## src/rtl/shift_sequencer.sv

```systemverilog
// shift_sequencer: loads a word and applies count single-bit left/right shifts or rotates, then pulses done
module shift_sequencer #(
  parameter int N  = 4,
  parameter int CW = 4
) (
  input  logic          clk,
  input  logic          rst,
  input  logic          start,
  output logic          ready,
  input  logic [N-1:0]  data,
  input  logic          dir,
  input  logic [CW-1:0] count,
  input  logic          rot,
  input  logic          fill,
  output logic [N-1:0]  q,
  output logic          done,
  output logic          l,
  output logic          r
);
  typedef enum logic [1:0] {IDLE, RUN, DONE} state_t;
  state_t        state_q, state_d;
  logic [N-1:0]  q_q, q_d, shifted;
  logic [CW-1:0] cnt_q, cnt_d;
  logic          dir_q, dir_d, rot_q, rot_d, fill_q, fill_d, accept;
  always_comb begin
    accept  = state_q == IDLE && start;
    shifted = dir_q ? {rot_q ? q_q[0] : fill_q, q_q[N-1:1]}
                    : {q_q[N-2:0], rot_q ? q_q[N-1] : fill_q};
    q_d     = accept ? data : state_q == RUN ? shifted : q_q;
    cnt_d   = accept ? count : state_q == RUN ? cnt_q - CW'(1) : cnt_q;
    dir_d   = accept ? dir : dir_q;
    rot_d   = accept ? rot : rot_q;
    fill_d  = accept ? fill : fill_q;
    state_d = state_q == IDLE ? (!start ? IDLE : count != '0 ? RUN : DONE)
            : state_q == RUN  ? (cnt_q == CW'(1) ? DONE : RUN)
            : IDLE;
  end
  always_ff @(posedge clk) begin
    if (rst) begin
      state_q <= IDLE;
      q_q     <= '0;
      cnt_q   <= '0;
      dir_q   <= 1'b0;
      rot_q   <= 1'b0;
      fill_q  <= 1'b0;
    end else begin
      state_q <= state_d;
      q_q     <= q_d;
      cnt_q   <= cnt_d;
      dir_q   <= dir_d;
      rot_q   <= rot_d;
      fill_q  <= fill_d;
    end
  end
  assign ready = state_q == IDLE;
  assign done  = state_q == DONE;
  assign l     = state_q == RUN && !dir_q;
  assign r     = state_q == RUN && dir_q;
  assign q     = q_q;
endmodule

```

## config.mk

```make
export PLATFORM = sky130hd
export DESIGN_NAME = shift_sequencer
export DESIGN_NICKNAME = d
export VERILOG_FILES = /design/src/rtl/shift_sequencer.sv
export SDC_FILE = /design/constraint.sdc
export NUM_CORES = 1
export LEC_CHECK = 0
export ABC_CLOCK_PERIOD_IN_PS = 1200
export CAP_MARGIN = 10
export CORE_MARGIN = 4
export CORE_UTILIZATION = 40
export DETAILED_ROUTE_END_ITERATION = 7
export MAX_ROUTING_LAYER = met4
export PLACE_DENSITY = 0.8
export RECOVER_POWER = 25
export SETUP_SLACK_MARGIN = 0.15
export SLEW_MARGIN = 20
export SYNTH_ARGS = -nofsm -noshare
export SYNTH_HDL_FRONTEND = slang
export SYNTH_SLANG_ARGS = --single-unit
```

## constraint.sdc

```tcl
create_clock -name clk -period 1.2 [get_ports clk]
set_input_delay 0.24 -clock clk [delete_from_list [all_inputs] [get_ports clk]]
set_output_delay 0.24 -clock clk [all_outputs]
set_load 0.01 [all_outputs]
```

; ---- After elaboration in Yosys (flattened, before gate mapping)
; Index checks and enable logic that the tools add are counted.
[word_totals]
register_bits = 13
in_bits = 14
out_inout_bits = 8
word_cells = 29
[classes]
addsub = 1
eq_ne = 3
muxes = 12
reduce_logical = 7
[ops]
columns = op, count
row1 = 4-bit 2-to-1 mux, 5
row2 = 2-bit 2-to-1 mux, 5
row3 = 4-bit by 1-bit equality test with 1-bit output (second input constant), 1
row4 = 4-bit nonzero test, 1
row5 = 4-bit by 1-bit subtractor with 4-bit output (second input constant), 1
row6 = 1-bit logical AND, 3
row7 = 2-bit by 1-bit equality test with 1-bit output (second input constant), 1
row8 = 2-bit equality test (second input constant), 1
row9 = 2-bit logical NOT, 1
row10 = 1-bit 2-to-1 mux, 2
row11 = 2-bit nonzero test, 1
row12 = 1-bit logical NOT, 1

; ---- Logic depth before layout (Yosys ltp)
; Gate-level depths: netlist of run 1.
[logic_depth]
word_depth = 4
depth_mapped = 6
ltp_nobuf = 5

; ---- Least setup slack after synthesis of run 1
; Ideal clock, no wire load.
[synth_timing]
path_type = reg2reg
start = reg state_q[0]
end = reg cnt_q[3]
setup_time_ns = 0.129
t_arrival_ns = 0.990
required_time_ns = 1.071
path_slack_ns = 0.081
path_stages_with_launch = 6
path_buffers = 2
period_less_slack_ns = 1.119
path_cell_list = dfxtp_1 buf_6 nor2b_4 buf_6 a222oi_1 nor2_1
[synth_via]
elab_chain_cells = 3
elab_cells_between_ends = 5
classes_between = eq/ne: 1 / mux: 1 / reduce/logical: 3
[synth_rtl]
columns = item, line_no
row1 = start: declaration, 21  ; state_t state_q, state_d;
row2 = start signal: assignment, 47  ; state_q <= state_d;
row3 = 2-bit logical NOT, 26  ; accept = state_q == IDLE && start;
row4 = 1-bit logical AND, 26
row5 = 4-bit 2-to-1 mux / 2-bit nonzero test (equally long branches), -
row6 = end signal: assignment, 49  ; cnt_q <= cnt_d;
row7 = end: declaration, 23  ; logic [CW-1:0] cnt_q, cnt_d;
; Parallel ways exist; a longest one is shown, timed or not.
; A chain may end at the register's enable or synchronous reset.

; ---- Final worst setup path of run 1
[layout_timing]
start = reg state_q[0]
end = reg q_q[3], in the netlist q[3]
[layout_via]
elab_chain_cells = 3
elab_cells_between_ends = 5
classes_between = eq/ne: 1 / mux: 1 / reduce/logical: 3
[layout_rtl]
columns = item, line_no
row1 = 2-bit logical NOT, 26
row2 = 1-bit logical AND, 26
row3 = 4-bit 2-to-1 mux / 2-bit nonzero test (equally long branches), -
row4 = end signal: assignment, 48  ; q_q <= q_d;
row5 = end: declaration, 22  ; logic [N-1:0] q_q, q_d, shifted;
; Parallel ways exist; a longest one is shown, timed or not.

==> run metrics, run 1 <==
classification of the worst-slack hold path=register to register; worst setup path startpoint=state_q[0]$_SDFF_PP0_; CTS Hold Bufs=0; Clk network pwr share=0.217; data arrival time at the worst-slack endpoint=1520 ps; routability congestion estimate from global placement=0.799; wire length of the first global-routing pass=3.45 mm; post-detailed-route via-to-cell ratio=5.03; number of cells produced by synthesis=90; worst setup path category=register to register; overall power consumption=1.24 mW; slew margin rel.=0.757; Max Fanout on Critical Path=7; IR Drop Worst-Case VDD=602 uV; flop and latch count out of synthesis=13; time the final worst path needs with I/O delays and setup=1310 ps; count of port buffers added during placement=21; vias in the first global route=744; initial antenna violation count=0; Die Y-Extent=51.4 microns; area enclosed by the die boundary=0.00264 sq mm; areal power density over the cells=1040 mW/mm^2; total vias in the final route=784; delay contributed by the slowest stage of the critical path=360 ps; Nets=148; post-synth net total=106; detailed-route wire length per cell=13.8 microns; top-area cell type share of the netlist area=0.346; min setup slack post-route=-110 ps; TritonCTS Buffers=3; number of placement rows=15; length of routed met2 wiring=1.11 mm; area leader, netlist=sky130_fd_sc_hd__dfxtp_1; most prevalent standard cell on the critical path=sky130_fd_sc_hd__buf_6; endpoint type of the worst setup path=register; core footprint=0.00175 sq mm; total negative slack for setup checks=-942 ps; cell with the biggest individual delay on the critical path=sky130_fd_sc_hd__dfxtp_4; fraction of power consumed by combinational cells=0.372; post-synth cell types=34; synthesis-to-finish area growth=58.6%; CTS H-Tree Depth=1; Synth Cell Area=752 sq um; count of routing violations after the opening detailed-route iteration=23; final hold violation count=0; Seq pwr share=0.411; Max Cap Viol=0; effective utilization at floorplan=0.431; static leakage=0.489 nW; final antenna diode count=0; Routed WL=2.16 mm; beginning of the worst register-to-register path=state_q[0]$_SDFF_PP0_; uppermost routed layer=met4; Post-Synthesis Mean Instance Area=8.36 sq um; CTS tree=done; startpoint type of the worst setup path=register; switching power=0.386 mW; number of enable flip-flop cells after synthesis=0; status=finished with violations; wl on met1=946 microns; measured slew at the worst slew-check pin=361 ps; residual DRC count=0; pin count of the biggest net entering global routing=9; part of the cycle the worst path needs=1.09; synth top area cells=sky130_fd_sc_hd__dfxtp_1 35%, sky130_fd_sc_hd__a21oi_1 8.7%, sky130_fd_sc_hd__nand2_1 6.5%; violated checks=setup timing; HPWL after detailed placement=1.50 mm; antenna violation net count after detailed routing=0; cells traversed along the worst timing path=buf_6, buf_6, nor3b_4, buf_6, a22oi_2, a21oi_2; iteration count of the initial detailed-routing pass=4; worst hold start=fill_q$_SDFFE_PP0P_; warning count from the yosys run=0; layout cells sized above 1=0.450; die boundary width=51.4 microns; Post-synth top flop=sky130_fd_sc_hd__dfxtp_1; fillcell total=135; Power Internal=0.854 mW; total overflow reported by the global router=0; overall track demand over capacity in global routing=0.180; amount of wire on met3 after detailed routing=78 microns; final count of negative-setup-slack endpoints=15; Slew Viols, Final=0; worst setup skew after layout=1.14 ps; buffers from clock root to sink, at most=2; switching power share of the total=0.311; setup repair after global routing missed its margin=true; cell at the root of the clock tree=sky130_fd_sc_hd__clkbuf_4; post-synthesis async set-or-reset flop share=0; boundary pin count=22; register area share after synthesis=0.346; clock insertion delay at the later pin of the skew report=280 ps; Clock Sink Count=13; required time at the endpoint of the critical path=1410 ps; Max Clk Rate=0.763 GHz; clock-pin slew on the worst setup and hold paths=80 ps
[stage by stage]
step	util	instance area (sq um)	std cells	setup slack, ps	hold WS (ps)
after detailed placement	0.623	1090	149	-282	446
final	0.683	1190	156	-110	483
after floorplan	-	763	90	101	302
after global placement	0.623	1090	149	-249	444
after global routing	0.683	1190	156	-183	518
after CTS	0.664	1160	156	-78.6	457
[sequential cells by signal, indices dropped and copies added (netlist names)]
register  cells
cnt_q         4
dir_q         1
fill_q        1
q             4
rot_q         1
state_q       2
[kinds of logic after synthesis]
kind of cell / count (synthesis) / synth area share
simple gates: 35 / 0.258
compound gates: 28 / 0.245
flops: 13 / 0.346
buf+inv: 10 / 0.0915
fa+ha+maj: 2 / 0.0333
xor+xnor: 1 / 0.0116
mux: 1 / 0.0150
[critical path: cells and delay by family (launching register included)]
kind / cells / cell delay [ps]
AOI/OAI and AO/OA: 2 / 220
buffers and inverters: 3 / 410
DFF: 1 / 360
and+or+nand+nor: 1 / 260
[synthesized netlist by cell type, types with 2 or more instances]
library cell and count:
sky130_fd_sc_hd__a21oi_1 13, sky130_fd_sc_hd__buf_6 4, sky130_fd_sc_hd__dfxtp_1 13, sky130_fd_sc_hd__ha_1 2, sky130_fd_sc_hd__inv_1 4, sky130_fd_sc_hd__nand2_1 13, sky130_fd_sc_hd__nand2b_1 2, sky130_fd_sc_hd__nand3_1 2
sky130_fd_sc_hd__nor2_1 7, sky130_fd_sc_hd__nor2b_1 2, sky130_fd_sc_hd__o211ai_1 3, sky130_fd_sc_hd__o21ai_0 3
[worst paths after layout]
check	endpoint	slack [ps]	cells after the start
setup reg to reg	q[3]$_SDFFE_PP0P_	-110	6
hold reg to reg	fill_q$_SDFFE_PP0P_	480	2
hold / removal	fill_q$_SDFFE_PP0P_	480	2
setup / recovery	q[3]$_SDFFE_PP0P_	-110	6
[cell usage in the layout, fill, tap and decap left out, types with 3 or more instances in the layout]
master,count
sky130_fd_sc_hd__o211ai_1,3
sky130_fd_sc_hd__a21oi_1,6
sky130_fd_sc_hd__dfxtp_2,4
sky130_fd_sc_hd__buf_2,8
sky130_fd_sc_hd__nor2_1,5
sky130_fd_sc_hd__buf_6,10
sky130_fd_sc_hd__nand2_1,13
sky130_fd_sc_hd__clkdlybuf4s50_1,12
sky130_fd_sc_hd__buf_4,12
sky130_fd_sc_hd__clkbuf_4,3
sky130_fd_sc_hd__inv_1,4
sky130_fd_sc_hd__a21oi_2,8
sky130_fd_sc_hd__dfxtp_1,7
[power by group through the flow]
| stage | Combinational (mW) | Sequential, mW | Clock [mW] |
|---|---|---|---|
| 6_report | 0.462 | 0.510 | 0.269 |
| 5_1_grt | 0.504 | 0.517 | 0.297 |
| 4_1_cts | 0.431 | 0.507 | 0.276 |
| 3_5_place_dp | 0.408 | 0.517 | 0 |
| 3_3_place_gp | 0.399 | 0.515 | 0 |
| 2_1_floorplan | 0.229 | 0.517 | 0 |
[what timing repair did]
action / in CTS / in global routing
pin swaps: 8 / 6
cloned: 0 / 0
setup endpoints to repair: 21 / 18
setup buffers: 3 / 0
gates resized for setup: 48 / 13
[metal layers]
metal | global-route usage | vias to the layer above
met3 | 0.0321 | 4
met4 | 0.0611 | 0
li1 | - | 399
met1 | 0.218 | 361
met2 | 0.299 | 20
met5 | - | -
[area by class of cell]
cell class	instances	area [sq um]	share of cell area
clock buffer	4	26.3	0.0220
inverter	4	15.0	0.0126
multi-input combinational	67	475	0.399
sequential	13	273	0.229
tap	25	31.3	0.0262
timing repair buffer	43	372	0.312
No activity file was read; power rests on OpenSTA's default activity.
==> run 2, diff against run 1 <==
--- a/config.mk
+++ b/config.mk
@@ -7,7 +7,7 @@
 export LEC_CHECK = 0
 export ABC_CLOCK_PERIOD_IN_PS = 1200
 export CAP_MARGIN = 10
-export CORE_MARGIN = 4
+export CORE_MARGIN = 3
 export CORE_UTILIZATION = 40
 export DETAILED_ROUTE_END_ITERATION = 7
 export MAX_ROUTING_LAYER = met4
==> run metrics, run 2 (same netlist as run 1, synthesis figures left out) <==
status=finished with violations; violated checks=setup timing; total negative slack for setup checks=-1020 ps; switching power share of the total=0.318; routability congestion estimate from global placement=0.834; number of placement rows=15; measured slew at the worst slew-check pin=347 ps; required time at the endpoint of the critical path=1410 ps; Seq pwr share=0.408; Clk network pwr share=0.223; pin count of the biggest net entering global routing=9; post-detailed-route via-to-cell ratio=5.32; Power Internal=0.856 mW; areal power density over the cells=1060 mW/mm^2; leading cell type in the layout, fill and taps excluded=sky130_fd_sc_hd__buf_4; cell with the biggest individual delay on the critical path=sky130_fd_sc_hd__dfxtp_4; count of port buffers added during placement=21; effective utilization at floorplan=0.431; iteration count of the initial detailed-routing pass=4; setup repair after global routing missed its margin=true; buffers from clock root to sink, at most=2; time the final worst path needs with I/O delays and setup=1320 ps; beginning of the worst register-to-register path=state_q[1]$_SDFF_PP0_; final antenna diode count=0; Max Fanout on Critical Path=7; IR Drop Worst-Case VDD=725 uV; overall track demand over capacity in global routing=0.198; worst hold start=fill_q$_SDFFE_PP0P_; clock-pin slew on the worst setup and hold paths=80 ps; Max Clk Rate=0.757 GHz; Routed WL=2.33 mm; Nets=149; static leakage=0.494 nW; worst setup skew after layout=0.789 ps; die boundary width=49.4 microns; layout cells sized above 1=0.402; wire length of the first global-routing pass=3.64 mm; CTS H-Tree Depth=1; minimum hold slack=467 ps; most frequent cells in the layout=15 x sky130_fd_sc_hd__buf_4, 13 x sky130_fd_sc_hd__nand2_1, 13 x sky130_fd_sc_hd__clkdlybuf4s50_1; Slew Viols, Final=0; part of the cycle the worst path needs=1.10; total overflow reported by the global router=0; worst setup path category=register to register; cells traversed along the worst timing path=buf_6, buf_6, nor3b_4, buf_6, a22oi_1, a21oi_1; overall power consumption=1.26 mW; initial antenna violation count=0; boundary pin count=22; Die Y-Extent=49.4 microns; residual DRC count=0; CTS Hold Bufs=0; area enclosed by the die boundary=0.00244 sq mm; vias in the first global route=827; slew margin rel.=0.766; core footprint=0.00175 sq mm; TritonCTS Buffers=3; final count of negative-setup-slack endpoints=15; detailed-route wire length per cell=14.9 microns; delay contributed by the slowest stage of the critical path=370 ps; count of routing violations after the opening detailed-route iteration=51; startpoint type of the worst setup path=register; Max Cap Viol=0; min setup slack post-route=-121 ps; combined buffer and inverter count along the critical path=3; fraction of power consumed by combinational cells=0.369; endpoint type of the worst setup path=register; data arrival time at the worst-slack endpoint=1530 ps; antenna violation net count after detailed routing=0; clock insertion delay at the later pin of the skew report=280 ps; final instance count without filler cells=157; cell at the root of the clock tree=sky130_fd_sc_hd__clkbuf_4; total vias in the final route=836; Setup Slack @ Placement=-313 ps; final hold violation count=0; cell count after placement=150; classification of the worst-slack hold path=register to register; worst setup path startpoint=state_q[1]$_SDFF_PP0_; most prevalent standard cell on the critical path=sky130_fd_sc_hd__buf_6; switching power=0.399 mW; CTS tree=done; HPWL after detailed placement=1.64 mm; crit-path leading delay family=buffers and inverters; Clock Sink Count=13; synthesis-to-finish area growth=57.7%
## run 2: per-stage QoR
stage / utilization / area [sq um]
6_report: 0.680 / 1190
5_1_grt: 0.680 / 1190
4_1_cts: 0.667 / 1160
3_5_place_dp: 0.627 / 1090
3_3_place_gp: 0.627 / 1090
2_1_floorplan: - / 763
## run 2: what timing repair did
action / in CTS / in global routing
pin swaps: 9 / 2
endpoints found under the setup margin: 21 / 18
resized for setup: 47 / 4
setup buffers: 2 / 1
## run 2: power groups by stage
stage               sequential, mW  clock, mW  combinational (mW)
floorplan                    0.517          0               0.229
global placement             0.516          0               0.407
detailed placement           0.519          0               0.421
CTS                          0.510      0.286               0.445
global route                 0.516      0.302               0.504
finish                       0.512      0.280               0.463
## run 2: cell type report
cell class	count	area (sq um)
clock buffers	4	26.3
fillers	136	559
inverters	4	15.0
multi-input cells	67	467
flip-flops and latches	13	272
well taps	25	31.3
repair buffers	44	375
## run 2: worst paths after layout
path                            slack, ps                  end  cells after the start
worst max-delay path                 -120    q[3]$_SDFFE_PP0P_                      6
worst min-delay path                  470  fill_q$_SDFFE_PP0P_                      2
worst max register to register       -120    q[3]$_SDFFE_PP0P_                      6
worst min register to register        470  fill_q$_SDFFE_PP0P_                      2
## run 2: worst min-delay path: stages, from the launching register on
cell and delay [ps]:
sky130_fd_sc_hd__dfxtp_1 320, sky130_fd_sc_hd__nand2_1 50, sky130_fd_sc_hd__a21oi_1 50
## run 2: routing by layer
metal | track usage | vias to the layer above | part of all wire
met5 | - | - | 0
met1 | 0.221 | 382 | 0.45
met3 | 0.0367 | 15 | 0.041
met4 | 0.109 | 0 | 0.036
met2 | 0.330 | 39 | 0.47
li1 | - | 400 | -
==> run 3, diff against run 2 <==
--- a/config.mk
+++ b/config.mk
@@ -10,11 +10,12 @@
 export CORE_MARGIN = 3
 export CORE_UTILIZATION = 40
 export DETAILED_ROUTE_END_ITERATION = 7
+export HOLD_SLACK_MARGIN = 0.08
 export MAX_ROUTING_LAYER = met4
 export PLACE_DENSITY = 0.8
 export RECOVER_POWER = 25
 export SETUP_SLACK_MARGIN = 0.15
-export SLEW_MARGIN = 20
+export SLEW_MARGIN = 10
 export SYNTH_ARGS = -nofsm -noshare
 export SYNTH_HDL_FRONTEND = slang
 export SYNTH_SLANG_ARGS = --single-unit
==> results of run 3 <==
Same layout as run 2: the final DEF is identical, and so are final timing and power.
